===== src/rtl/alarm_bank.sv =====
// alarm_bank: N independent alarm channels with snooze limit, ring timeout, missed flags and do-not-disturb
module alarm_bank #(
  parameter int N_ALARM = 4,
  parameter int SNOOZE_MIN = 5,
  parameter int MAX_SNOOZE = 3,
  parameter int RING_SEC = 60,
  localparam int IW = N_ALARM > 1 ? $clog2(N_ALARM) : 1,
  localparam int SW = MAX_SNOOZE > 0 ? $clog2(MAX_SNOOZE + 1) : 1
) (
  input  logic               clk,
  input  logic               rst,
  input  logic               sec_tick,
  input  logic [4:0]         cur_hour,
  input  logic [5:0]         cur_min,
  input  logic [5:0]         cur_sec,
  input  logic               dnd,
  input  logic               snooze_btn,
  input  logic               stop_btn,
  input  logic               wr_en,
  input  logic [IW-1:0]      wr_idx,
  input  logic [4:0]         wr_hour,
  input  logic [5:0]         wr_min,
  input  logic               wr_on,
  output logic               ring,
  output logic [IW-1:0]      ring_idx,
  output logic [N_ALARM-1:0] ring_mask,
  output logic [N_ALARM-1:0] snooze_mask,
  output logic [N_ALARM-1:0] missed
);
  typedef enum logic [1:0] {IDLE, RINGING, SNOOZE} state_t;
  state_t             state_q [N_ALARM], state_d [N_ALARM];
  logic [4:0]         hour_q [N_ALARM], hour_d [N_ALARM];
  logic [5:0]         min_q [N_ALARM], min_d [N_ALARM];
  logic [7:0]         ring_cnt_q [N_ALARM], ring_cnt_d [N_ALARM];
  logic [10:0]        snooze_cnt_q [N_ALARM], snooze_cnt_d [N_ALARM];
  logic [SW-1:0]      snz_used_q [N_ALARM], snz_used_d [N_ALARM];
  logic [N_ALARM-1:0] on_q, on_d, missed_q, missed_d;
  logic               wr_ok;
  always_comb begin
    wr_ok = wr_en && wr_hour <= 5'd23 && wr_min <= 6'd59 && int'(wr_idx) < N_ALARM;
    state_d = state_q;
    hour_d = hour_q;
    min_d = min_q;
    ring_cnt_d = ring_cnt_q;
    snooze_cnt_d = snooze_cnt_q;
    snz_used_d = snz_used_q;
    on_d = on_q;
    missed_d = missed_q;
    for (int i = 0; i < N_ALARM; i++) begin
      if (wr_ok && int'(wr_idx) == i) begin
        hour_d[i] = wr_hour;
        min_d[i] = wr_min;
        on_d[i] = wr_on;
        state_d[i] = IDLE;
        ring_cnt_d[i] = '0;
        snooze_cnt_d[i] = '0;
        snz_used_d[i] = '0;
        missed_d[i] = 1'b0;
      end else begin
        if (stop_btn) missed_d[i] = 1'b0;
        if (state_q[i] == RINGING && (stop_btn || snooze_btn || dnd)) begin
          state_d[i] = IDLE;
          if (!stop_btn && snooze_btn && int'(snz_used_q[i]) < MAX_SNOOZE) begin
            state_d[i] = SNOOZE;
            snooze_cnt_d[i] = 11'(SNOOZE_MIN * 60 - 1);
            snz_used_d[i] = snz_used_q[i] + SW'(1);
          end
        end else if (sec_tick) begin
          if (state_q[i] == IDLE && on_q[i] && !dnd && cur_hour == hour_q[i] && cur_min == min_q[i] && cur_sec == 6'd0) begin
            state_d[i] = RINGING;
            ring_cnt_d[i] = '0;
            snz_used_d[i] = '0;
          end else if (state_q[i] == RINGING) begin
            if (ring_cnt_q[i] == 8'(RING_SEC - 1)) begin
              state_d[i] = IDLE;
              missed_d[i] = 1'b1;
            end else ring_cnt_d[i] = ring_cnt_q[i] + 8'd1;
          end else if (state_q[i] == SNOOZE) begin
            if (snooze_cnt_q[i] == 11'd0) begin
              state_d[i] = dnd ? IDLE : RINGING;
              ring_cnt_d[i] = '0;
            end else snooze_cnt_d[i] = snooze_cnt_q[i] - 11'd1;
          end
        end
      end
    end
  end
  always_comb begin
    ring_mask = '0;
    snooze_mask = '0;
    ring_idx = '0;
    for (int i = N_ALARM - 1; i >= 0; i--) begin
      ring_mask[i] = state_q[i] == RINGING;
      snooze_mask[i] = state_q[i] == SNOOZE;
      if (ring_mask[i]) ring_idx = IW'(i);
    end
    ring = |ring_mask && !dnd;
    missed = missed_q;
  end
  always_ff @(posedge clk) begin
    if (rst) begin
      for (int i = 0; i < N_ALARM; i++) begin
        state_q[i] <= IDLE;
        hour_q[i] <= '0;
        min_q[i] <= '0;
        ring_cnt_q[i] <= '0;
        snooze_cnt_q[i] <= '0;
        snz_used_q[i] <= '0;
      end
      on_q <= '0;
      missed_q <= '0;
    end else begin
      state_q <= state_d;
      hour_q <= hour_d;
      min_q <= min_d;
      ring_cnt_q <= ring_cnt_d;
      snooze_cnt_q <= snooze_cnt_d;
      snz_used_q <= snz_used_d;
      on_q <= on_d;
      missed_q <= missed_d;
    end
  end
endmodule


===== config.mk =====
export PLATFORM = sky130hd
export DESIGN_NAME = alarm_bank
export DESIGN_NICKNAME = d
export VERILOG_FILES = /design/src/rtl/alarm_bank.sv
export SDC_FILE = /design/constraint.sdc
export NUM_CORES = 1
export LEC_CHECK = 0
export BUFFER_PORTS_ARGS = -buffer_cell sky130_fd_sc_hd__clkbuf_2
export CELL_PAD_IN_SITES_DETAIL_PLACEMENT = 1
export CELL_PAD_IN_SITES_GLOBAL_PLACEMENT = 1
export CORE_UTILIZATION = 48
export CTS_BUF_LIST = sky130_fd_sc_hd__clkbuf_4 sky130_fd_sc_hd__clkbuf_8
export DETAILED_ROUTE_END_ITERATION = 8
export HOLD_SLACK_MARGIN = 0.06
export PLACE_DENSITY = 0.8
export SLEW_MARGIN = 15
export SYNTH_ARGS = -nofsm -noshare
export SYNTH_HDL_FRONTEND = slang
export SYNTH_SLANG_ARGS = --single-unit

===== constraint.sdc =====
create_clock -name clk -period 3 [get_ports clk]
set_input_delay 0.15 -clock clk [delete_from_list [all_inputs] [get_ports clk]]
set_output_delay 0.15 -clock clk [all_outputs]
set_load 0.05 [all_outputs]

==> impl_metrics.ini <==
[critical_path]
max_stage_delay_ns = 0.50
crit_type = reg -> reg
worst-endpoint-required_ns = 3.36
endpoint_kind = flip-flop
critPathBufInv = 1
cp_top_family = compound AO/OA/AOI/OAI gates
startpoint_type = flip-flop
cp_max_fo = 16
cp.arrival_ns = 2.97
crit_slowest_cell = ha_1
cp_cell_sequence = inv_1 -> ha_1 -> nor4bb_1 -> o21ai_1 -> a21oi_1 -> o21ai_0 -> a32o_1

[place]
place_congestion = 0.828
dpl_worst_slack_ns = 0.420
place_area_sq_um = 8490
dpl.hpwl_um = 15800
port_buffers = 52

[run]
maxCapViolCount = 0

[yosys]
syn_area_per_cell_sq_um = 8.45
synthArstFlopShare_pct = 0
yosysTopAreaCellShare_pct = 36.8
synth_ff_type = dfxtp_1
synthMuxAreaShare_pct = 7.28
ys_seq_area_share_pct = 36.8
synthXorXnorAreaFrac_pct = 6.48
synth-adder-area-share_pct = 5.11
ys_top_cells_by_area = dfxtp_1 37%, mux2i_1 7.3%, nor2_1 5.9%
synth_compound_area_share_pct = 17.2
syn_nets = 998
synth_cells = 928
synth-simple-area-share_pct = 23.5
yosys-top-cells-count = 144 x dfxtp_1, 123 x nor2_1, 63 x nand2_1
yosysUniqueCellTypes = 63
synth_top_family_by_area = simple AND/OR/NAND/NOR gates
ys_ff_latch = 144
yosysMostFrequentCell = dfxtp_1
syn_area_sq_um = 7840
yosysTopAreaCell = dfxtp_1
yosys_warnings = 0
synth_enable_flop_cells = 0

[clock_network]
cts_setup_buffers = 0
post_cts_resized = 0
path_clk_slew_ns = 0.09
cts_tree = built
cts_buffer_depth = 2
cts_root_buffer = clkbuf_8
clock_latency_ns = 0.47
h-tree-depth = 4
numCtsBuffers = 17
cts-hold-fix-buffers = 12
cts.sinks = 144

[detailed_routing]
final_antenna_net_count = 0
routedWlPerCell_um = 18.1
drtPass1Iterations = 4
vias_per_cell = 5.82
wl_um = 22300
vias = 7158
drt-initial-drc-count = 377
drc = 0

[power]
ir_drop_mv = 0.304
p_comb_share_pct = 7.4
power_switching_w = 0.00109
p_leak_nw = 3.57
p_per_area_nw_per_um2 = 416
clkPwrFrac_pct = 40.6
power_frac_seq_pct = 52.0
intPower_w = 0.00265
switching_share_pct = 29.1

[timing]
setup_viol = 0
slew_headroom_pct = 38.0
setup_slack_ns = 0.396
slew_violations = 0
hold_violations = 0
max_freq_ghz = 0.384
tightestPinTransition_ns = 0.923
clock_skew_ns = 0.0119
timing.final.crit_period_ns = 2.60
finalCritPeriodShare_pct = 86.8
rsz0062_at_grt = false
setup_tns_ns = 0

[floorplanning]
die-area_sq_um = 16800
start_util_pct = 49.3
ioPinCount = 53
core_area_sq_um = 15900
die_h_um = 130
row_count = 46
die_w_um = 130

[cells_and_area]
drive_above_1_share_pct = 14.0
area_delta_synth_final_pct = 14.6
final_nets = 1071
fin_area_sq_um = 8990
num-fill-cells = 1969
final_util_pct = 56.6
diodes = 0

[grt]
grt_pass1_vias = 7097
grt_antenna_before_repair = 0
grt_max_degree = 35
grt_first_pass_wirelength_um = 36500
gr-usage-all-layers_pct = 27.9
grt_overflow = 0

[outcome]
status = finished clean

[min_path]
hold_path_class = in -> reg
-- power groups by stage --
| stage | Combinational (W) | Clock (W) | Sequential [W] |
|---|---|---|---|
| floorplan | 0.000161 | 0 | 0.00198 |
| global placement | 0.000254 | 0 | 0.00198 |
| detailed placement | 0.000258 | 0 | 0.00199 |
| CTS | 0.000274 | 0.00153 | 0.00194 |
| global route | 0.000298 | 0.00162 | 0.00194 |
| finish | 0.000276 | 0.00152 | 0.00194 |
-- path summary, 6_finish.rpt --
| path | startpoint | to | slack, ns | cells past startpoint |
|---|---|---|---|---|
| worst min register to register | snz_used_q[2] | snz_used_q[2] | 0.47 | 1 |
| worst max register to register | state_q[1] | snooze_cnt_q[2] | 0.40 | 7 |
| worst max-delay path | state_q[1] | snooze_cnt_q[2] | 0.40 | 7 |
| worst min-delay path | stop_btn | missed[3] | 0.15 | 3 |
-- layout make-up --
cell class	count	area (sq um)	share of cell area, %
well taps	216	270	3.01
multi-input cells	710	4700	52.3
clock inverters	15	139	1.55
repair buffers	102	666	7.41
flip-flops and latches	144	2880	32.1
inverters	26	97.6	1.09
clock buffers	17	234	2.60
-- registers in the layout, indices dropped and copies added, names as in the netlist --
signal and flops:
hour_q 20, min_q 24, missed 4, on_q 4
ring_cnt_q 32, snooze_cnt_q 44, snz_used_q 8, state_q 8
-- kinds of logic (layout without fill, tap and decap cells) --
| kind of cell | after synthesis | after routing |
|---|---|---|
| AOI/OAI and AO/OA | 200 | 200 |
| adders and majority gates | 32 | 32 |
| xor gates and xnor gates | 58 | 58 |
| muxes | 57 | 57 |
| DFF | 144 | 144 |
| and+or+nand+nor | 363 | 363 |
| buffers and inverters | 74 | 160 |
-- routing by layer --
metal / up-vias / part of all wire (%) / global-route usage, %
met5: - / 0 / 0
li1: 3516 / - / -
met3: 28 / 3.0 / 5.54
met2: 109 / 48 / 46.4
met4: 0 / 1.6 / 8.00
met1: 3505 / 48 / 36.7
-- metrics by stage --
| stage | hold slack [ns] | total power, W | instances |
|---|---|---|---|
| floorplan | 0.294 | 0.00214 | 928 |
| global placement | 0.448 | 0.00224 | 1186 |
| detailed placement | 0.452 | 0.00224 | 1186 |
| CTS | 0.152 | 0.00375 | 1230 |
| global route | 0.163 | 0.00386 | 1230 |
| finish | 0.153 | 0.00374 | 1230 |
-- placed cells by master (no fill, tap or decap), types with 4 or more instances in the layout --
master and n:
o21ai_0 50, dlygate4sd3_1 12, nor4_1 9, or3_1 5, clkbuf_2 52, dfxtp_1 144
a32o_1 8, a211oi_1 12, nand4_1 15, clkbuf_8 17, inv_1 25, nor4_2 4
a311oi_1 11, xnor2_1 46, nor2b_1 6, a2111oi_0 9, xor2_1 12, a31oi_1 14
nor3_1 25, a21oi_1 44, o31ai_1 11, nor4b_1 8, ha_1 32, nand2_1 63
a21o_1 5, inv_8 4, nor2_1 123, a2bb2oi_1 5, mux2i_1 57, and3_1 13
nor3b_1 4, buf_4 38, inv_6 7, nand4b_1 6, or4_1 6, nand2b_1 22
nand3_1 32, or2_2 5
-- tightest hold or removal path: stages --
cell and delay [ns]:
clkbuf_2 0.17, nor2b_1 0.15, o21a_1 0.12
No activity file was read; power rests on OpenSTA's default activity.
